### config.mk
export PLATFORM = sky130hd
export DESIGN_NAME = alu_result_stage
export DESIGN_NICKNAME = d
export VERILOG_FILES = /design/src/rtl/alu_pkg.sv /design/src/rtl/alu_flag_gen.sv /design/src/rtl/alu_result_stage.sv
export SDC_FILE = /design/constraint.sdc
export NUM_CORES = 1
export LEC_CHECK = 0
export BUFFER_PORTS_ARGS = -buffer_cell sky130_fd_sc_hd__buf_2
export CORE_MARGIN = 5
export CORE_UTILIZATION = 44
export CTS_BUF_LIST = sky130_fd_sc_hd__clkbuf_4
export DETAILED_ROUTE_END_ITERATION = 7
export MAX_ROUTING_LAYER = met4
export PLACE_DENSITY = 0.67
export SLEW_MARGIN = 25
export SYNTH_ARGS = -nofsm -noshare
export SYNTH_HDL_FRONTEND = slang
export SYNTH_HIERARCHICAL = 1
export SYNTH_SLANG_ARGS = --single-unit
### constraint.sdc
create_clock -name clk -period 3.1 [get_ports clk]
set_input_delay 0.465 -clock clk [delete_from_list [all_inputs] [get_ports clk]]
set_output_delay 0.465 -clock clk [all_outputs]
set_load 0.03 [all_outputs]
### src/rtl/alu_pkg.sv
// Shared ALU constants: datapath width, flag bit positions and skid-buffer occupancy encoding.
package alu_pkg;

   localparam int unsigned ALU_W  = 32;

   localparam int unsigned FLAG_N = 3;
   localparam int unsigned FLAG_Z = 2;
   localparam int unsigned FLAG_C = 1;
   localparam int unsigned FLAG_V = 0;

   typedef enum logic [1:0] {
      OCC_EMPTY = 2'd0,
      OCC_ONE   = 2'd1,
      OCC_TWO   = 2'd2
   } occ_t;

endpackage

### src/rtl/alu_flag_gen.sv
// Combinational N/Z/C/V flag generation for an add/subtract result; shared by adder and subtractor paths.
module alu_flag_gen
   import alu_pkg::*;
#(
   parameter int unsigned N = ALU_W
) (
   input  logic         i_sub,
   input  logic         i_a_msb,
   input  logic         i_b_msb,
   input  logic [N-1:0] i_res,
   input  logic         i_cout,
   output logic [3:0]   o_flags
);

   logic w_res_msb;
   logic w_ovf;

   assign w_res_msb = i_res[N-1];

   // b_msb is the operand before inversion, so subtract overflows when the operand signs differ
   always_comb begin
      w_ovf = 1'b0;
      if (i_sub) w_ovf = (i_a_msb != i_b_msb) && (w_res_msb != i_a_msb);
      else       w_ovf = (i_a_msb == i_b_msb) && (w_res_msb != i_a_msb);
   end

   always_comb begin
      o_flags         = '0;
      o_flags[FLAG_N] = w_res_msb;
      o_flags[FLAG_Z] = (i_res == '0);
      o_flags[FLAG_C] = i_cout;
      o_flags[FLAG_V] = w_ovf;
   end

endmodule

### src/rtl/alu_result_stage.sv
// Registered ALU result/flag stage with a 2-entry skid buffer and valid/ready handshake.
// Optional sticky overflow flag and saturating overflow counter under `ALU_STICKY_OVF_EN.
module alu_result_stage
   import alu_pkg::*;
#(
   parameter int unsigned N     = ALU_W,
   parameter int unsigned DEPTH = 2
) (
   input  logic         clk,
   input  logic         rst_n,
   input  logic         in_valid,
   output logic         in_ready,
   input  logic         in_sub,
   input  logic         in_a_msb,
   input  logic         in_b_msb,
   input  logic [N-1:0] in_res,
   input  logic         in_cout,
   output logic         out_valid,
   input  logic         out_ready,
   output logic [N-1:0] out_res,
   output logic [3:0]   out_flags,
   output logic [1:0]   occupancy
`ifdef ALU_STICKY_OVF_EN
   ,
   input  logic         clr_sticky,
   output logic         sticky_v,
   output logic [15:0]  ovf_count
`endif
);

   generate
      if (DEPTH != 2) begin : g_depth_check
         $error("alu_result_stage: DEPTH must be 2");
      end
   endgenerate

   occ_t         r_occ;
   logic         r_in_ready;
   logic         r_out_valid;
   logic [N-1:0] r_head_res;
   logic [3:0]   r_head_flags;
   logic [N-1:0] r_tail_res;
   logic [3:0]   r_tail_flags;

   logic [3:0]   w_flags;
   logic         w_acc;
   logic         w_rel;

   alu_flag_gen #(.N(N)) u_flag_gen (
      .i_sub   (in_sub),
      .i_a_msb (in_a_msb),
      .i_b_msb (in_b_msb),
      .i_res   (in_res),
      .i_cout  (in_cout),
      .o_flags (w_flags)
   );

   assign w_acc = in_valid && r_in_ready;
   assign w_rel = r_out_valid && out_ready;

   // Head is rewritten only when it is released in the same cycle, so it stays stable under back-pressure
   always_ff @(posedge clk or negedge rst_n) begin
      if (!rst_n) begin
         r_occ        <= OCC_EMPTY;
         r_in_ready   <= 1'b1;
         r_out_valid  <= 1'b0;
         r_head_res   <= '0;
         r_head_flags <= '0;
         r_tail_res   <= '0;
         r_tail_flags <= '0;
      end else begin
         case (r_occ)
            OCC_EMPTY: begin
               if (w_acc) begin
                  r_head_res   <= in_res;
                  r_head_flags <= w_flags;
                  r_occ        <= OCC_ONE;
                  r_out_valid  <= 1'b1;
               end
            end
            OCC_ONE: begin
               if (w_acc && w_rel) begin
                  r_head_res   <= in_res;
                  r_head_flags <= w_flags;
               end else if (w_acc) begin
                  r_tail_res   <= in_res;
                  r_tail_flags <= w_flags;
                  r_occ        <= OCC_TWO;
                  r_in_ready   <= 1'b0;
               end else if (w_rel) begin
                  r_occ        <= OCC_EMPTY;
                  r_out_valid  <= 1'b0;
               end
            end
            OCC_TWO: begin
               if (w_rel) begin
                  r_head_res   <= r_tail_res;
                  r_head_flags <= r_tail_flags;
                  r_occ        <= OCC_ONE;
                  r_in_ready   <= 1'b1;
               end
            end
            default: begin
               r_occ       <= OCC_EMPTY;
               r_in_ready  <= 1'b1;
               r_out_valid <= 1'b0;
            end
         endcase
      end
   end

   assign in_ready  = r_in_ready;
   assign out_valid = r_out_valid;
   assign out_res   = r_head_res;
   assign out_flags = r_head_flags;
   assign occupancy = r_occ;

`ifdef ALU_STICKY_OVF_EN
   logic        r_sticky_v;
   logic [15:0] r_ovf_count;
   logic        w_set;

   assign w_set = w_acc && w_flags[FLAG_V];

   // A set in the same cycle as a clear wins: sticky stays 1 and the count restarts at 1
   always_ff @(posedge clk or negedge rst_n) begin
      if (!rst_n) begin
         r_sticky_v  <= 1'b0;
         r_ovf_count <= '0;
      end else if (w_set) begin
         r_sticky_v  <= 1'b1;
         if (clr_sticky)              r_ovf_count <= 16'd1;
         else if (r_ovf_count != '1)  r_ovf_count <= r_ovf_count + 16'd1;
      end else if (clr_sticky) begin
         r_sticky_v  <= 1'b0;
         r_ovf_count <= '0;
      end
   end

   assign sticky_v  = r_sticky_v;
   assign ovf_count = r_ovf_count;
`endif

endmodule

==> results.sh, run 1 <==
export IMPL_holdCritPathClass="in2async"
export IMPL_avgRoutedWirePerCell_um=15.7
export IMPL_setup_viol=0
export IMPL_cp_max_fo=12
export IMPL_slowest_stage="dfstp_2"
export IMPL_max_vdd_ir_drop_uv=183
export IMPL_syn_num_nets=271
export IMPL_placedCellCount=402
export IMPL_power_mw=1.59
export IMPL_synth_main_ff_cell="dfrtp_1"
export IMPL_via_per_inst=5.06
export IMPL_gr_usage_met1_pct=20.6
export IMPL_startpoint_type="flop"
export IMPL_diodes=0
export IMPL_ff_latch_area_um2=1900
export IMPL_cts_resized=0
export IMPL_critPathMaxStageDelay_ns=0.59
export IMPL_reg2reg_from="in_ready"
export IMPL_crit_start="in_ready"
export IMPL_max_freq_ghz=0.474
export IMPL_instances_no_fill=418
export IMPL_crit_buf_inv=1
export IMPL_wl_um=6570
export IMPL_core_area_um2=7770
export IMPL_ant_nets=0
export IMPL_worst_setup_path_end_kind="flop"
export IMPL_clkTransAtPathRegs_ns=0.12
export IMPL_first_global_vias=2180
export IMPL_postCtsHoldBufs=0
export IMPL_critical_path_cell_chain="nand2_1 > o32ai_4 > buf_4 > mux2_2"
export IMPL_use_met3_pct=3.30
export IMPL_ios=80
export IMPL_syn_area_um2=3510
export IMPL_yosysTopAreaCell="dfrtp_1"
export IMPL_grt_pass1_wl_um=11100
export IMPL_fin_skew_ns=0.0130
export IMPL_top_usage_layer="met1"
export IMPL_tns_ns=0
export IMPL_cts_made_buffers=9
export IMPL_cp_data_required_time_ns=3.40
export IMPL_cts_max_level=3
export IMPL_cp_arrival_ns=2.41
export IMPL_crit_end="out_res[14]"
export IMPL_ys_warn_count=6
export IMPL_start_util_pct=45.2
export IMPL_max_clock_path_buffers=2
export IMPL_vias=2116
export IMPL_cp_top_family="flip-flops"
export IMPL_hold_viol_final=0
export IMPL_ys_seq_area_share_pct=54.2
export IMPL_synth_edf_count=0
export IMPL_cts_setup_buffers=0
export IMPL_synth_cell_types=28
export IMPL_syn_area_per_cell_um2=15.2
export IMPL_remaining_drc_errors=0
export IMPL_grt_max_degree=77
export IMPL_port_buffers=79
export IMPL_die_y_um=99.3
export IMPL_multiInputGateArea_um2=1510
export IMPL_rsz0062_at_grt="false"
export IMPL_gr_usage_all_layers_pct=14.6
export IMPL_slew_viol_final=0
export IMPL_dp_hpwl_um=4680
export IMPL_synth_common_cells="96 x mux2_2, 75 x dfrtp_1, 10 x mux2_4"
export IMPL_fin_crit_sh_pct=68.1
export IMPL_antenna_found_initial=0
export IMPL_fillers=684
export IMPL_ys_seq_elements=76
export IMPL_synth_most_common_cell="mux2_2"
export IMPL_gp_congestion=0.739
export IMPL_reg2reg_depth=4
export IMPL_reg2reg_slack_ns=0.99
export IMPL_die_area_um2=9870
export IMPL_drtPass1Iterations=4
export IMPL_root_buffer="clkbuf_4"
export IMPL_async_flop_share_pct=100
export IMPL_leakage_nw=2.13
export IMPL_status="finished clean"
export IMPL_fin_crit_ns=2.11
export IMPL_grt_overflow=0
export IMPL_drive_gt1_share_pct=66.5
export IMPL_syn_instance_count=231
export IMPL_drt_iter0_markers=39
export IMPL_cts_tree="done"
export IMPL_clk_latency_ns=0.40
export IMPL_power_density_nw_per_um2=388
export IMPL_yosys_area_top_type_share_pct=53.4
export IMPL_syn_to_final_growth_pct=16.4
export IMPL_met2_usage_pct=20.4
export IMPL_die_w_um=99.3
export IMPL_rows=32
export IMPL_dp_slack_ns=0.934
export IMPL_worst_slack_ns=0.990
export IMPL_clock_sinks=76
export IMPL_slew_headroom_pct=53.7
export IMPL_maxCapViolCount=0
export IMPL_worstSetupPathDepth=4
export IMPL_critical_path_class="reg2reg"
export IMPL_r2r_end="out_res[14]"
export IMPL_tightest_slew_ns=0.693
export IMPL_ys_top_cells_by_area="dfrtp_1 53%, mux2_2 31%, mux2_4 4.3%"
export IMPL_nNetsFinal=351
where the power goes:
part / total (mW) / leakage [nW] / switching (mW) / internal, mW
Sequential: 0.991 / 1.05 / 0 / 0.991
Clock: 0.504 / 0.0615 / 0.344 / 0.160
Combinational: 0.0896 / 1.02 / 0.0491 / 0.0405
Total: 1.59 / 2.13 / 0.393 / 1.19
cells in the final DEF (no fill, tap or decap), types with 2 or more instances in the layout:
master      instances
xor2_1              2
mux2_4             10
mux2_1              2
dfrtp_1            75
nand2_1             4
clkinv_2            4
buf_4               3
o22ai_1             2
inv_1               2
clkbuf_4            9
mux2_2             96
nand4_1             2
nor4_1              7
buf_2              78
clkinvlp_4          2
registers in the layout, summed over array words and instances, names as in the netlist:
register / flops
r_tail_res: 32
in_ready: 1
out_valid: 1
out_res: 32
occupancy: 2
r_tail_flags: 4
out_flags: 4
cells by family (layout without fill, tap and decap cells):
| family | count (synthesis) | count (layout) | share of synthesized area [%] |
|---|---|---|---|
| AND/OR/NAND/NOR | 21 | 21 | 4.06 |
| XOR/XNOR | 2 | 2 | 0.499 |
| buffers and inverters | 15 | 100 | 2.96 |
| multiplexers | 108 | 108 | 35.7 |
| AO/OA/AOI/OAI | 9 | 9 | 2.60 |
| flip-flops | 76 | 76 | 54.2 |
how the worst min path moves through the flow:
stage	start	endpoint	slack (ns)	cells past startpoint
3_5_place_dp	r_tail_res[25]	r_tail_res[25]	0.48	1
6_report	rst_n	out_flags[0]	0.06	1
4_1_cts	rst_n	out_res[1]	0.21	1
3_3_place_gp	r_tail_res[25]	r_tail_res[25]	0.47	1
5_1_grt	rst_n	out_flags[0]	0.11	1
2_1_floorplan	rst_n	occupancy[0]	0.17	0
metal layers:
metal	vias up	routed length [um]
li1	1014	-
met3	13	327
met5	-	0
met1	1035	3290
met4	0	99
met2	54	2860
worst register-to-register path, stage by stage, from the launching register on:
cell     delay, ns
dfstp_2       0.59
nand2_1       0.13
o32ai_4       0.55
buf_4         0.36
mux2_2        0.37
per-stage QoR:
stage	util (%)	area, um^2	hold slack [ns]
final	52.6	4090	0.0626
after global routing	52.6	4090	0.113
after CTS	52.6	4080	0.212
after detailed placement	51.1	3970	0.477
after global placement	51.1	3970	0.468
after floorplan	-	3510	0.169
cell type report:
class,count,share of cell area (%)
Multi-Input combinational cell,140,37.0
Sequential cell,76,46.6
Tap cell,102,3.12
Clock buffer,9,1.65
Inverter,2,0.184
Timing Repair Buffer,82,10.4
Clock inverter,7,1.07
No activity file was read; power rests on OpenSTA's default activity.
==> run 2, diff against run 1 <==
- PLACE_DENSITY: 0.67 -> 0.7
- clock period: 3.1 -> 1.7 ns (I/O delays scaled with it)
==> results.sh, run 2 (synthesized netlist as in run 1, its figures left out) <==
export IMPL_status="finished clean"
export IMPL_leakage_nw=2.25
export IMPL_hold_depth=2
export IMPL_cts_made_buffers=9
export IMPL_cp_arrival_ns=1.99
export IMPL_rows=32
export IMPL_grt_max_degree=41
export IMPL_critPathMaxStageDelay_ns=0.46
export IMPL_gp_congestion=0.802
export IMPL_clock_power_share_pct=35.0
export IMPL_max_vdd_ir_drop_uv=408
export IMPL_power_switching_mw=0.708
export IMPL_post_route_util_pct=55.8
export IMPL_cp_data_required_time_ns=1.99
export IMPL_max_clock_path_buffers=2
export IMPL_setup_viol=0
export IMPL_via_per_inst=5.12
export IMPL_power_density_nw_per_um2=704
export IMPL_fin_crit_ns=1.70
export IMPL_fin_hold_ws_ns=0.0887
export IMPL_die_area_um2=9870
export IMPL_worst_setup_path_end_kind="flop"
export IMPL_syn_to_final_growth_pct=23.3
export IMPL_combPwrFrac_pct=5.7
export IMPL_pwr_share_seq_pct=59.3
export IMPL_diodes=0
export IMPL_most_common_layout_cells="93 x mux2_2, 78 x buf_2, 72 x dfrtp_1, 13 x mux2_4, 12 x buf_4"
export IMPL_avgRoutedWirePerCell_um=17.0
export IMPL_critical_path_cell_chain="buf_4 > nor2b_4 > buf_4 > mux2_2 > mux2_2"
export IMPL_dp_hpwl_um=5170
export IMPL_ios=80
export IMPL_tightest_slew_ns=0.430
export IMPL_slowest_stage="dfrtp_2"
export IMPL_critical_path_class="reg2reg"
export IMPL_die_w_um=99.3
export IMPL_die_y_um=99.3
export IMPL_remaining_drc_errors=0
export IMPL_wl_um=7340
export IMPL_maxCapViolCount=0
export IMPL_grt_pass1_wl_um=12000
export IMPL_swShare_pct=23.2
export IMPL_reg2reg_slack_ns=0.0002
export IMPL_drive_gt1_share_pct=67.7
export IMPL_fin_crit_sh_pct=100
export IMPL_cts_tree="done"
export IMPL_max_freq_ghz=0.588
export IMPL_hp_start="in_valid"
export IMPL_drtPass1Iterations=4
export IMPL_startpoint_type="flop"
export IMPL_worstHoldEndpoint="in_ready"
export IMPL_power_mw=3.05
export IMPL_start_util_pct=45.2
export IMPL_grt_overflow=0
export IMPL_final_common_cell="mux2_2"
export IMPL_fin_skew_ns=0.0145
export IMPL_drt_iter0_markers=38
export IMPL_slew_viol_final=0
export IMPL_dp_slack_ns=0.0455
export IMPL_vias=2216
export IMPL_reg2reg_depth=5
export IMPL_clk_latency_ns=0.41
export IMPL_ant_nets=0
export IMPL_gr_usage_all_layers_pct=16.0
export IMPL_holdCritPathClass="in2reg"
export IMPL_hold_viol_final=0
export IMPL_root_buffer="clkbuf_4"
export IMPL_port_buffers=79
export IMPL_cell_internal_pwr_mw=2.34
export IMPL_nNetsFinal=366
export IMPL_first_global_vias=2407
export IMPL_r2r_end="out_res[17]"
export IMPL_clock_sinks=76
export IMPL_rsz0062_at_grt="true"
export IMPL_clkTransAtPathRegs_ns=0.12
export IMPL_antenna_found_initial=0
export IMPL_cts_max_level=3
export IMPL_cp_max_fo=13
export IMPL_reg2reg_from="occupancy[0]"
export IMPL_core_area_um2=7770
export IMPL_slew_headroom_pct=71.1
export IMPL_worst_slack_ns=0.000198
## run 2: repair_timing
item / 4_1_cts / 5_1_grt
hold buffers: 1 / 0
buffers inserted: 0 / 3
resized for setup: 0 / 3
endpoints found under the hold margin: 75 / 0
setup endpoints to repair: 0 / 9
## run 2: area by class of cell
type                    instances  area (um^2)
multi-input cells             140         1530
flip-flops and latches         76         1910
repair buffers                 97          628
well taps                     102          128
clock buffers                  10         75.1
fillers                       683         3440
clock inverters                 6         53.8
inverters                       2         7.51
## run 2: power groups by stage
stage / Combinational [mW] / Sequential (mW) / Clock, mW
floorplan: 0.0590 / 1.84 / 0
global placement: 0.173 / 1.84 / 0
detailed placement: 0.176 / 1.84 / 0
CTS: 0.179 / 1.81 / 1.10
global route: 0.197 / 1.81 / 1.19
finish: 0.174 / 1.81 / 1.07
## run 2: through the flow
| stage | instance area, um^2 | TNS (ns) | instances |
|---|---|---|---|
| detailed placement | 4090 | 0 | 411 |
| global placement | 4090 | 0 | 411 |
| global route | 4330 | -0.0658 | 433 |
| CTS | 4230 | 0 | 428 |
| finish | 4330 | 0 | 433 |
| floorplan | 3530 | -4.55 | 231 |
## run 2: routing by layer
metal	GRT usage [%]	up-vias	wire length (um)
met2	23.7	50	3450
met1	21.0	1114	3390
met3	5.19	10	414
met4	5.04	0	90
met5	-	-	0
li1	-	1042	-
## run 2: worst max-delay path by stage
stage	from	to	slack [ns]
2_1_floorplan	in_ready	out_res[19]	-0.15
3_3_place_gp	in_ready	out_res[15]	0.07
3_5_place_dp	in_ready	out_res[12]	0.05
4_1_cts	occupancy[0]	out_res[11]	0.02
5_1_grt	occupancy[0]	out_res[17]	-0.01
6_report	occupancy[0]	out_res[17]	0.0002
## run 2: worst max-delay path: cells and delay by family (launching register included)
kind | cells | cell delay [ns]
flops | 1 | 0.46
buf+inv | 2 | 0.38
mux | 2 | 0.62
simple gates | 1 | 0.12
==> run 3, diff against run 2 <==
- CORE_UTILIZATION: 44 -> 50
- PLACE_DENSITY: 0.7 -> 0.78
==> results.sh, run 3 (synthesized netlist as in run 1, its figures left out) <==
export IMPL_status="complete, but fails checks"
export IMPL_violations="setup timing"
export IMPL_clk_latency_ns=0.43
export IMPL_grt_pass1_wl_um=11800
export IMPL_critPathMaxStageDelay_ns=0.59
export IMPL_slowest_stage="dfstp_2"
export IMPL_drtPass1Iterations=4
export IMPL_ant_nets=0
export IMPL_slew_viol_final=0
export IMPL_worst_slack_ns=-0.00968
export IMPL_first_global_vias=2329
export IMPL_cts_made_buffers=9
export IMPL_slew_headroom_pct=65.3
export IMPL_die_w_um=93.8
export IMPL_via_per_inst=5.26
export IMPL_tns_ns=-0.0234
export IMPL_crit_start="in_ready"
export IMPL_grt_overflow=0
export IMPL_final_area_um2=4410
export IMPL_die_y_um=93.8
export IMPL_hold_viol_final=0
export IMPL_max_clock_path_buffers=2
export IMPL_remaining_drc_errors=0
export IMPL_power_density_nw_per_um2=765
export IMPL_tightest_slew_ns=0.521
export IMPL_root_buffer="clkbuf_4"
export IMPL_rsz0062_at_grt="true"
export IMPL_holdCritPathClass="in2reg"
export IMPL_ios=80
export IMPL_fin_crit_sh_pct=101
export IMPL_crit_end="out_res[17]"
export IMPL_worst_setup_path_end_kind="flop"
export IMPL_cp_arrival_ns=2.01
export IMPL_cp_max_fo=7
export IMPL_rows=30
export IMPL_most_common_layout_cells="79 x mux2_2, 78 x buf_2, 73 x dfrtp_1, 27 x mux2_4, 9 x clkbuf_4"
export IMPL_clkTransAtPathRegs_ns=0.14
export IMPL_cts_tree="done"
export IMPL_fin_skew_ns=0.0153
export IMPL_start_util_pct=51.4
export IMPL_fin_hold_ws_ns=0.0765
export IMPL_reg2reg_slack_ns=-0.01
export IMPL_critical_path_class="reg2reg"
export IMPL_drt_iter0_markers=83
export IMPL_port_buffers=79
export IMPL_reg2reg_from="in_ready"
export IMPL_core_area_um2=6830
export IMPL_antenna_found_initial=0
export IMPL_cp_data_required_time_ns=2.00
export IMPL_clock_sinks=76
export IMPL_gr_usage_all_layers_pct=18.0
export IMPL_crit_buf_inv=2
export IMPL_fillers=533
export IMPL_cp_top_family="flip-flops"
export IMPL_r2r_end="out_res[17]"
export IMPL_fin_crit_ns=1.71
export IMPL_dp_slack_ns=0.00442
export IMPL_leakage_nw=2.27
export IMPL_max_freq_ghz=0.585
export IMPL_drive_gt1_share_pct=68.2
export IMPL_syn_to_final_growth_pct=25.6
export IMPL_max_vdd_ir_drop_uv=423
export IMPL_multiInputGateArea_um2=1580
export IMPL_vias=2223
export IMPL_ff_latch_area_um2=1910
export IMPL_worstSetupPathDepth=5
export IMPL_grt_max_degree=41
export IMPL_diodes=0
export IMPL_setup_viol=4
export IMPL_final_common_cell="mux2_2"
export IMPL_avgRoutedWirePerCell_um=17.5
export IMPL_wl_um=7410
export IMPL_gp_congestion=0.768
export IMPL_critical_path_cell_chain="nand2_4 > o32ai_4 > buf_6 > clkbuf_16 > mux2_4"
export IMPL_die_area_um2=8800
export IMPL_dpl_cell_area_um2=4090
export IMPL_hp_start="in_res[3]"
export IMPL_nNetsFinal=363
export IMPL_cts_max_level=3
export IMPL_reg2reg_depth=5
export IMPL_dp_hpwl_um=4950
export IMPL_startpoint_type="flop"
export IMPL_maxCapViolCount=0
## run 3: what timing repair did
action | 4_1_cts | 5_1_grt
gates cloned | 1 | 1
setup endpoints to repair | 3 | 34
setup buffers | 3 | 1
hold buffers | 1 | 0
gates resized for setup | 2 | 19
endpoints found under the hold margin | 37 | 0
pin swaps | 1 | 2
## run 3: worst register-to-register path, stage by stage (launching register included)
cell	delay [ns]
dfstp_2	0.59
nand2_4	0.06
o32ai_4	0.30
buf_6	0.18
clkbuf_16	0.17
mux2_4	0.30
## run 3: worst min-delay path by stage
| stage | slack (ns) | cells after the start | end |
|---|---|---|---|
| 2_1_floorplan | -0.04 | 0 | occupancy[0] |
| 3_3_place_gp | 0.28 | 1 | r_tail_res[24] |
| 3_5_place_dp | 0.27 | 1 | r_tail_res[24] |
| 4_1_cts | 0.05 | 2 | r_tail_res[3] |
| 5_1_grt | 0.05 | 2 | r_tail_res[3] |
| 6_report | 0.08 | 2 | r_tail_res[3] |
## run 3: stage by stage
stage | total power [mW] | util, % | cells
finish | 3.37 | 64.6 | 423
global route | 3.51 | 64.6 | 423
CTS | 3.40 | 63.4 | 422
detailed placement | 2.02 | 59.9 | 402
global placement | 2.01 | 59.9 | 402
floorplan | 1.90 | - | 231
## run 3: routing by layer
| layer | track usage (%) | vias up | routed length (um) |
|---|---|---|---|
| met5 | - | - | 0 |
| met1 | 24.1 | 1128 | 3370 |
| met4 | 8.30 | 0 | 122 |
| met2 | 26.6 | 54 | 3610 |
| met3 | 3.45 | 11 | 309 |
| li1 | - | 1030 | - |
## run 3: cell type report
cell class	count	share of cell area, %
timing repair buffer	94	13.9
clock buffer	9	1.53
sequential	76	43.2
inverter	2	0.170
tap	96	2.72
multi-input combinational	140	35.9
clock inverter	6	2.55
## run 3: where the power goes
| group | total (mW) | switching, mW | internal, mW | leakage, nW |
|---|---|---|---|---|
| logic | 0.177 | 0.0952 | 0.0815 | 1.13 |
| registers | 1.81 | 0 | 1.81 | 1.05 |
| clock network | 1.39 | 0.647 | 0.742 | 0.0964 |
| total | 3.37 | 0.742 | 2.63 | 2.27 |
